==> src/rtl/lpc_reg_pkg.sv <==
// Shared constants for the LPC register bank: register addresses,
// lock-state encoding and default parameter values.
package lpc_reg_pkg;

    localparam logic [7:0] ADDR_ID     = 8'h00;
    localparam logic [7:0] ADDR_LOCK   = 8'h01;
    localparam logic [7:0] ADDR_STATUS = 8'h02;
    localparam logic [7:0] ADDR_IRQEN  = 8'h03;
    localparam logic [7:0] ADDR_BIOS   = 8'h04;
    localparam int         FIRST_SCR   = 5;

    localparam logic [7:0] DEF_ID_VALUE = 8'h10;
    localparam logic [7:0] DEF_KEY0     = 8'h55;
    localparam logic [7:0] DEF_KEY1     = 8'hAA;

    // Encoding is visible to software through the LOCK register.
    typedef enum logic [1:0] {
        LOCK_LOCKED   = 2'd0,
        LOCK_ARMED    = 2'd1,
        LOCK_UNLOCKED = 2'd2
    } lock_state_e;

endpackage

==> src/rtl/lpc_pwrok_sync.sv <==
// Two-flop synchroniser for the asynchronous power-good input, with a
// one-cycle pulse on each rising edge of the synchronised level.
module lpc_pwrok_sync (
    input  logic clk,
    input  logic rst_n,
    input  logic pwr_ok,
    output logic pwr_sync,
    output logic pwr_rise
);

    logic meta_r;
    logic sync_r;
    logic prev_r;

    // Synchroniser chain plus one delayed copy for edge detection.
    always_ff @(posedge clk or negedge rst_n) begin
        if (!rst_n) begin
            meta_r <= 1'b0;
            sync_r <= 1'b0;
            prev_r <= 1'b0;
        end else begin
            meta_r <= pwr_ok;
            sync_r <= meta_r;
            prev_r <= sync_r;
        end
    end

    assign pwr_sync = sync_r;
    assign pwr_rise = sync_r & ~prev_r;

endmodule

==> src/rtl/lpc_reg_bank.sv <==
// LPC-side register bank: ID, key-sequence lock, sticky W1C event status
// with maskable interrupt, BIOS-select hand-over on power-good, scratch.
module lpc_reg_bank
    import lpc_reg_pkg::*;
#(
    parameter int         NUM_REGS = 32,
    parameter int         ADDR_W   = 8,
    parameter int         DATA_W   = 8,
    parameter int         EVT_W    = 8,
    parameter logic [7:0] ID_VALUE = DEF_ID_VALUE,
    parameter logic [7:0] KEY0     = DEF_KEY0,
    parameter logic [7:0] KEY1     = DEF_KEY1
) (
    input  logic              LpcClock,
    input  logic              rst_n,
    input  logic [ADDR_W-1:0] Addr,
    input  logic              Rd,
    input  logic              Wr,
    input  logic [DATA_W-1:0] DataWr,
    output logic [DATA_W-1:0] DataRd,
    output logic              RdValid,
    input  logic              Pwr_ok,
    input  logic [EVT_W-1:0]  Event,
    output logic              Active_Bios,
    output logic              Irq,
    output logic              Locked
);

    localparam int NUM_SCR = NUM_REGS - FIRST_SCR;

    lock_state_e       lock_state_r;
    logic              locked_r;
    logic [EVT_W-1:0]  status_r;
    logic [DATA_W-1:0] irq_en_r;
    logic              active_r;
    logic              next_r;
    logic              irq_r;
    logic [DATA_W-1:0] data_rd_r;
    logic              rd_valid_r;
    logic [DATA_W-1:0] scratch_r [NUM_SCR];

    logic              pwr_sync_s;
    logic              pwr_rise_s;
    logic              addr_impl_s;
    logic              hit_lock_s;
    logic              hit_status_s;
    logic              hit_irqen_s;
    logic              hit_bios_s;
    logic              unlocked_s;
    logic              key0_s;
    logic              key1_s;
    logic [EVT_W-1:0]  clr_s;
    logic [DATA_W-1:0] scr_rd_s;
    logic [DATA_W-1:0] rd_val_s;

    lpc_pwrok_sync u_pwrok_sync (
        .clk      (LpcClock),
        .rst_n    (rst_n),
        .pwr_ok   (Pwr_ok),
        .pwr_sync (pwr_sync_s),
        .pwr_rise (pwr_rise_s)
    );

    assign addr_impl_s  = (int'(Addr) < NUM_REGS);
    assign hit_lock_s   = (Addr == ADDR_W'(ADDR_LOCK));
    assign hit_status_s = (Addr == ADDR_W'(ADDR_STATUS));
    assign hit_irqen_s  = (Addr == ADDR_W'(ADDR_IRQEN));
    assign hit_bios_s   = (Addr == ADDR_W'(ADDR_BIOS));
    assign unlocked_s   = (lock_state_r == LOCK_UNLOCKED);
    assign key0_s       = (DataWr == DATA_W'(KEY0));
    assign key1_s       = (DataWr == DATA_W'(KEY1));
    assign clr_s        = (Wr && hit_status_s) ? DataWr[EVT_W-1:0] : {EVT_W{1'b0}};

    // Lock FSM: KEY0 then KEY1 to LOCK unlocks; any stray write while armed relocks.
    always_ff @(posedge LpcClock or negedge rst_n) begin
        if (!rst_n) begin
            lock_state_r <= LOCK_LOCKED;
            locked_r     <= 1'b1;
        end else begin
            case (lock_state_r)
                LOCK_LOCKED: begin
                    if (Wr && hit_lock_s && key0_s) begin
                        lock_state_r <= LOCK_ARMED;
                    end
                    locked_r <= 1'b1;
                end
                LOCK_ARMED: begin
                    if (Wr) begin
                        if (hit_lock_s && key1_s) begin
                            lock_state_r <= LOCK_UNLOCKED;
                            locked_r     <= 1'b0;
                        end else begin
                            lock_state_r <= LOCK_LOCKED;
                            locked_r     <= 1'b1;
                        end
                    end
                end
                LOCK_UNLOCKED: begin
                    if (Wr && hit_lock_s) begin
                        lock_state_r <= LOCK_LOCKED;
                        locked_r     <= 1'b1;
                    end
                end
                default: begin
                    lock_state_r <= LOCK_LOCKED;
                    locked_r     <= 1'b1;
                end
            endcase
        end
    end

    // Sticky event status (set beats clear) and the registered interrupt.
    always_ff @(posedge LpcClock or negedge rst_n) begin
        if (!rst_n) begin
            status_r <= {EVT_W{1'b0}};
            irq_r    <= 1'b0;
        end else begin
            status_r <= Event | (status_r & ~clr_s);
            irq_r    <= |(status_r & irq_en_r[EVT_W-1:0]);
        end
    end

    // Protected registers: interrupt enable and BIOS select; power-good edge owns bit0.
    always_ff @(posedge LpcClock or negedge rst_n) begin
        if (!rst_n) begin
            irq_en_r <= {DATA_W{1'b0}};
            active_r <= 1'b0;
            next_r   <= 1'b0;
        end else begin
            if (Wr && hit_irqen_s && unlocked_s) begin
                irq_en_r <= DataWr;
            end
            if (Wr && hit_bios_s && unlocked_s) begin
                next_r <= DataWr[1];
            end
            if (pwr_rise_s) begin
                active_r <= next_r;
            end else if (Wr && hit_bios_s && unlocked_s) begin
                active_r <= DataWr[0];
            end
        end
    end

    // Unprotected scratch registers.
    always_ff @(posedge LpcClock or negedge rst_n) begin
        if (!rst_n) begin
            for (int i = 0; i < NUM_SCR; i++) begin
                scratch_r[i] <= {DATA_W{1'b0}};
            end
        end else begin
            for (int i = 0; i < NUM_SCR; i++) begin
                if (Wr && (Addr == ADDR_W'(i + FIRST_SCR))) begin
                    scratch_r[i] <= DataWr;
                end
            end
        end
    end

    // Read multiplexer over the pre-write register contents.
    always_comb begin
        scr_rd_s = {DATA_W{1'b0}};
        for (int i = 0; i < NUM_SCR; i++) begin
            scr_rd_s = scr_rd_s |
                       ((Addr == ADDR_W'(i + FIRST_SCR)) ? scratch_r[i] : {DATA_W{1'b0}});
        end
        rd_val_s = {DATA_W{1'b1}};
        if (!addr_impl_s) begin
            rd_val_s = {DATA_W{1'b1}};
        end else begin
            case (Addr)
                ADDR_W'(ADDR_ID):     rd_val_s = DATA_W'(ID_VALUE);
                ADDR_W'(ADDR_LOCK):   rd_val_s = DATA_W'(lock_state_r);
                ADDR_W'(ADDR_STATUS): rd_val_s = DATA_W'(status_r);
                ADDR_W'(ADDR_IRQEN):  rd_val_s = irq_en_r;
                ADDR_W'(ADDR_BIOS):   rd_val_s = DATA_W'({pwr_sync_s, next_r, active_r});
                default:              rd_val_s = scr_rd_s;
            endcase
        end
    end

    // Registered read data (held between reads) and its valid pulse.
    always_ff @(posedge LpcClock or negedge rst_n) begin
        if (!rst_n) begin
            data_rd_r  <= {DATA_W{1'b1}};
            rd_valid_r <= 1'b0;
        end else begin
            if (Rd) begin
                data_rd_r <= rd_val_s;
            end
            rd_valid_r <= Rd;
        end
    end

    assign DataRd      = data_rd_r;
    assign RdValid     = rd_valid_r;
    assign Irq         = irq_r;
    assign Locked      = locked_r;
    assign Active_Bios = active_r;

endmodule

==> config.mk <==
export PLATFORM = sky130hd
export DESIGN_NAME = lpc_reg_bank
export DESIGN_NICKNAME = d
export VERILOG_FILES = /design/src/rtl/lpc_reg_pkg.sv /design/src/rtl/lpc_pwrok_sync.sv /design/src/rtl/lpc_reg_bank.sv
export SDC_FILE = /design/constraint.sdc
export NUM_CORES = 1
export LEC_CHECK = 0
export ABC_AREA = 1
export BUFFER_PORTS_ARGS = -buffer_cell sky130_fd_sc_hd__buf_4
export CAP_MARGIN = 20
export CORE_MARGIN = 8
export CORE_UTILIZATION = 44
export DETAILED_ROUTE_END_ITERATION = 8
export PLACE_DENSITY = 0.7
export SLEW_MARGIN = 20
export SYNTH_ARGS = -nofsm -noshare
export SYNTH_HDL_FRONTEND = slang
export SYNTH_SLANG_ARGS = --single-unit
==> constraint.sdc <==
create_clock -name LpcClock -period 2.4 [get_ports LpcClock]
set_input_delay 0.12 -clock LpcClock [delete_from_list [all_inputs] [get_ports LpcClock]]
set_output_delay 0.12 -clock LpcClock [all_outputs]
set_load 0.05 [all_outputs]
# Yosys cells after proc, flatten, opt, wreduce, memory -nomap -nowiden
# Index checks and enable logic that the tools add are counted.
[op_classes] n_lt_le_gt_ge=1 eq_ne=38 n_mux=41 bitwise_logic=32 n_reduce_logical=41
[ops] operator="$mux 8" n=29
[ops] operator="$or 8x8->8" n=27
[ops] operator="$eq 8x5->1 const B" n=16
[ops] operator="$eq 8x4->1 const B" n=8
[ops] operator="$pmux 8 s5" n=1
[ops] operator="$logic_and 1x1->1" n=35
[ops] operator="$eq 8x3->1 const B" n=4
[ops] operator="$and 8x8->8" n=2
[ops] operator="$eq 8x2->1 const B" n=2
[ops] operator="$eq 8x1->1 const B" n=1
[ops] operator="$eq 8x7->1 const B" n=1
[ops] operator="$eq 8x8->1 const B" n=1
[ops] operator="$logic_not 8->1" n=1
[ops] operator="$lt 8x6->1 const B" n=1
[ops] operator="$mux 2" n=4
[ops] operator="$not 8->8" n=1
[ops] operator="$reduce_or 8->1" n=1
[ops] operator="$pmux 2 s3" n=1
[ops] operator="$mux 1" n=5
[ops] operator="$ne 2x2->1 const B" n=2
[ops] operator="$reduce_and 3->1" n=1
[ops] operator="$eq 2x1->1 const B" n=1
[ops] operator="$eq 2x2->1 const B" n=1
[ops] operator="$logic_not 2->1" n=1
[ops] operator="6 further kinds" n=6
[totals] reg_bits=250 input_bits=29 out_inout_bits=12 wordCells=192

# Logic depth before layout (Yosys ltp)
[depth] ltp_word=30 mapped_depth=13 mapped_depth_nobuf=11

# Modules after synthesis
# A second synthesis with hierarchy kept.
[hier_totals] hier_cells=1414 hier_area_um2=12076.6
[by_module_without_submodules] mod="lpc_reg_bank" n_inst=1 cells_per_inst=1409 area_per_inst_um2=11991.5 seq_area_each_um2=6192.2
[by_module_without_submodules] mod="lpc_pwrok_sync" n_inst=1 cells_per_inst=5 area_per_inst_um2=85.1 seq_area_each_um2=75.1

# Worst setup path after synthesis
# No wires, ideal clock.
[synth_timing] kind="in2reg" start="input port Addr[5]" end="register scratch_r[70] (netlist name)" setup_ps=119 t_arrival_ps=1311 required_ps=2281 slack_ps=970 cell_stages=8 n_path_buf=1 path_cell_list="inv_1 nand2_1 nor2_4 inv_2 nor4_4 buf_2 nand2_1 o21a_1"
[synth_between] elab_chain_cells=2
[synth_rtl] item="from (decl)" line_no="lpc_reg_bank.sv:16" rtl="input logic [ADDR_W-1:0] Addr,"
[synth_rtl] item="$eq 8x5->1" line_no="lpc_reg_bank.sv:152" rtl="if (Wr && (Addr == ADDR_W'(i + FIRST_SCR))) begin"
[synth_rtl] item="$logic_and 1x1->1" line_no="lpc_reg_bank.sv:152"
[synth_rtl] item="to (signal, indexed assignment)" line_no="lpc_reg_bank.sv:148" rtl="scratch_r[i] <= {DATA_W{1'b0}};"
[synth_rtl] item="to (signal, indexed assignment)" line_no="lpc_reg_bank.sv:153" rtl="scratch_r[i] <= DataWr;"
[synth_rtl] item="to (decl)" line_no="lpc_reg_bank.sv:40" rtl="logic [DATA_W-1:0] scratch_r [NUM_SCR];"
# Every way passes these cells.
# A chain may end at the register's enable or synchronous reset.

# Worst setup path in the final report
[layout_timing] start="input port Addr[6]" end="register locked_r (netlist: Locked)"
[layout_between] elab_chain_cells=5 elab_cells_between_ends=8 classes_between="eq/ne (2); mux (3); reduce/logical (3)"
[layout_rtl] item="$eq 8x1->1 (*)" line_no="lpc_reg_bank.sv:65" rtl="assign hit_lock_s = (Addr == ADDR_W'(ADDR_LOCK));"
[layout_rtl] item="$logic_and 1x1->1" line_no="lpc_reg_bank.sv:89" rtl="if (hit_lock_s && key1_s) begin"
[layout_rtl] item="$mux 1" line_no="lpc_reg_bank.sv:89"
[layout_rtl] item="$mux 1" line_no="lpc_reg_bank.sv:88" rtl="if (Wr) begin"
[layout_rtl] item="$pmux 1 s2" line_no="lpc_reg_bank.sv:80" rtl="case (lock_state_r)"
[layout_rtl] item="to (signal assigned)" line_no="lpc_reg_bank.sv:85" rtl="locked_r <= 1'b1;"
[layout_rtl] item="to (signal assigned)" line_no="lpc_reg_bank.sv:91" rtl="locked_r <= 1'b0;"
[layout_rtl] item="to (signal assigned)" line_no="lpc_reg_bank.sv:94" rtl="locked_r <= 1'b1;"
[layout_rtl] item="to (decl)" line_no="lpc_reg_bank.sv:32" rtl="logic locked_r;"
# Mark *: on every way between the ends. The rest lies on a longest branch, timed or not. The select of a mux whose other input is x is not followed.

==> out/results.ini <==
[cts]
cts_resized = 0
cts.path.max_buffers = 3
cts-root-buf = clkbuf_16
path_clk_slew_ps = 60
clock_sinks = 250
cts_made_buffers = 27
tritoncts = done
clk_latency_ps = 530
cts_setup_buffers = 0
cts.htree.levels = 1

[global_route]
grt_pass1_wl_mm = 52.55
grt_usage_pct = 19.68
grt_antenna_before_repair = 0
grt_max_degree = 71
overflow = 0
first_global_vias = 9701

[placed_design]
io_buffers = 40
place_congestion = 0.8447
dp_hpwl_mm = 21.34
place_ws_ps = 313.1

[power]
ir_drop_mv = 0.4617
p_leak_nw = 6.524
p_total_mw = 9.452
powerDensity_nw_per_um2 = 681.3

[final_layout]
nFillCells = 2478
fin_util_pct = 51.62
layout-area-overhead-vs-synth_pct = 15.31
drive_gt1_share_pct = 13.26
diodes = 0
seq_area_um2 = 6267
multi_input_area_um2 = 5139
nets = 1491

[floorplan]
fp.dieW_um = 181.4
fp-row-count = 60
dieArea_um2 = 32890
coreArea_um2 = 26880
num_io_pins = 41
start_util_pct = 44.77
die_h_um = 181.4

[worst_setup_path]
critical_path_class = input port to flop
end_kind = flop
cp.required_ps = 2870
critPathMaxFanout = 23
arrival_ps = 2330
startpoint_type = input port

[synthesis]
synth_flop_cell = dfrtp_1
synth_cell_types = 30
synth_area_per_cell_um2 = 8.539
syn_inst = 1409
syn_area_um2 = 12030
synth_nets = 1438
synth_enable_flop_cells = 0
synth-seq-cells = 250
async_reset_ff_share_pct = 100.0
yosysSeqAreaShare_pct = 52.09
yosys_warnings = 0

[route]
drt-pass1-iter-count = 6
num_vias = 10020
wl_per_cell_um = 17.78
drt_iter0_drc = 910
drc = 0
wl_mm = 32.34
via_per_inst = 5.509
ant_nets = 0

[sta]
setup_ws_ps = 540.5
maxSlewHeadroom_pct = 49.93
rsz0062_at_grt = false
fmax_mhz = 537.8
hold_viol_final = 0
finalSetupTns_ps = 0
whs_ps = 68.57
setup_viol = 0
tightest_slew_ps = 750.2
skew_ps = 18.29
period_share_pct = 77.48
post-route-min-period_ps = 1860
slew_violations = 0

[worst_hold_path]
hp-class = input port to flop

[outcome]
status = complete, no violations

[flow_run]
drv_cap = 0

-- state kept, by name, indices dropped and copies added (netlist names) --
| signal | cells |
|---|---|
| scratch_r | 216 |
| DataRd | 8 |
| irq_en_r | 8 |
| status_r | 8 |
| lock_state_r | 2 |
| Active_Bios | 1 |
| Irq | 1 |
| Locked | 1 |
| RdValid | 1 |
| next_r | 1 |
| u_pwrok_sync.meta_r | 1 |
| u_pwrok_sync.prev_r | 1 |
| u_pwrok_sync.pwr_sync | 1 |
-- worst max-delay path, cell delays in order --
cell and delay (ps):
buf_4 100, inv_1 60, nand2_1 130, nor2_4 490
buf_4 310, nand2_1 120, nor4_1 200, dlygate4sd3_1 610
nand2_1 70, o21a_1 100
-- stage by stage --
stage          cells  instance area (µm²)
6_report        1819                13870
5_1_grt         1819                13870
4_1_cts         1819                13870
3_5_place_dp    1761                12880
3_3_place_gp    1761                12880
2_1_floorplan   1409                12030
-- worst paths after layout --
check                                    startpoint                    end  slack [ps]  depth (start not counted)
worst max-delay path                        Addr[6]                 Locked         540                         10
min in group asynchronous                     rst_n         scratch_r[129]         160                          2
worst min-delay path                      DataWr[6]        lock_state_r[0]          70                          4
worst max register to register      lock_state_r[1]                 Locked         720                          6
max in group asynchronous                     rst_n              DataRd[0]        1450                          3
worst min register to register  u_pwrok_sync.meta_r  u_pwrok_sync.pwr_sync         370                          0
-- kinds of logic (layout without fill, tap and decap cells) --
kind of cell | count (synthesis) | in the layout | share of synthesized area (%)
and+or+nand+nor | 766 | 766 | 29.59
DFF | 250 | 250 | 52.09
AOI/OAI and AO/OA | 249 | 249 | 13.08
buffers and inverters | 144 | 213 | 5.241
-- placed cells by master (no fill, tap or decap), types with 15 or more instances in the layout --
| cell type | instances |
|---|---|
| nand2_1 | 378 |
| dfrtp_1 | 241 |
| nand3_1 | 234 |
| o21a_1 | 121 |
| o21ai_0 | 113 |
| buf_4 | 95 |
| nor2_1 | 94 |
| inv_1 | 50 |
| clkbuf_16 | 27 |
| nor4_4 | 15 |
-- Yosys cell counts, types with 2 or more instances --
cell type  number  share of area, %
clkbuf_1       43               1.3
nor2_4          3              0.28
o21a_1        121               7.5
nand3_1       234               9.7
o21bai_1        5              0.31
inv_1          50               1.6
nor4_4         15               2.7
a21oi_1         3              0.12
dfstp_2         9               2.0
buf_1           3             0.094
buf_4          10              0.62
nand4_1        13              0.68
nor2_1         94               2.9
inv_2           2             0.062
buf_2          34               1.4
o22ai_1         4              0.21
nor4_1          2              0.10
o21ai_0       113               4.7
or2_2           8              0.42
dfrtp_1       241                50
nand2_1       378                12
nor3_1          3              0.12
nor2_2         11              0.57
nand2_2         4              0.21
-- where the power goes --
part | switching (mW) | internal, mW | leakage [nW]
Combinational | 0.466 | 0.277 | 2.75
Clock | 1.64 | 2.44 | 0.427
Sequential | 0.146 | 4.48 | 3.35
-- cell type report --
cell class / count / area share (%)
Timing Repair Buffer: 115 / 7.053
Tap cell: 341 / 3.075
Multi-Input combinational cell: 1015 / 37.04
Clock buffer: 39 / 5.628
Clock inverter: 6 / 0.5772
Sequential cell: 250 / 45.17
Inverter: 53 / 1.452
-- layer usage --
| metal | share of wire [%] | track usage [%] | routed length [µm] | vias to the layer above |
|---|---|---|---|---|
| met5 | 0 | 0 | 0 | - |
| met4 | 2.7 | 6.297 | 861 | 0 |
| met3 | 5.0 | 3.069 | 1624 | 70 |
| met2 | 47 | 32.14 | 15330 | 287 |
| met1 | 45 | 26.48 | 14520 | 4861 |
| li1 | - | - | - | 4802 |
-- repair_timing --
item                       4_1_cts  5_1_grt
hold endpoints to repair        85        0
hold buffers                    13        0
setup endpoints to repair        0        0
(Power assumes the default switching activity.)
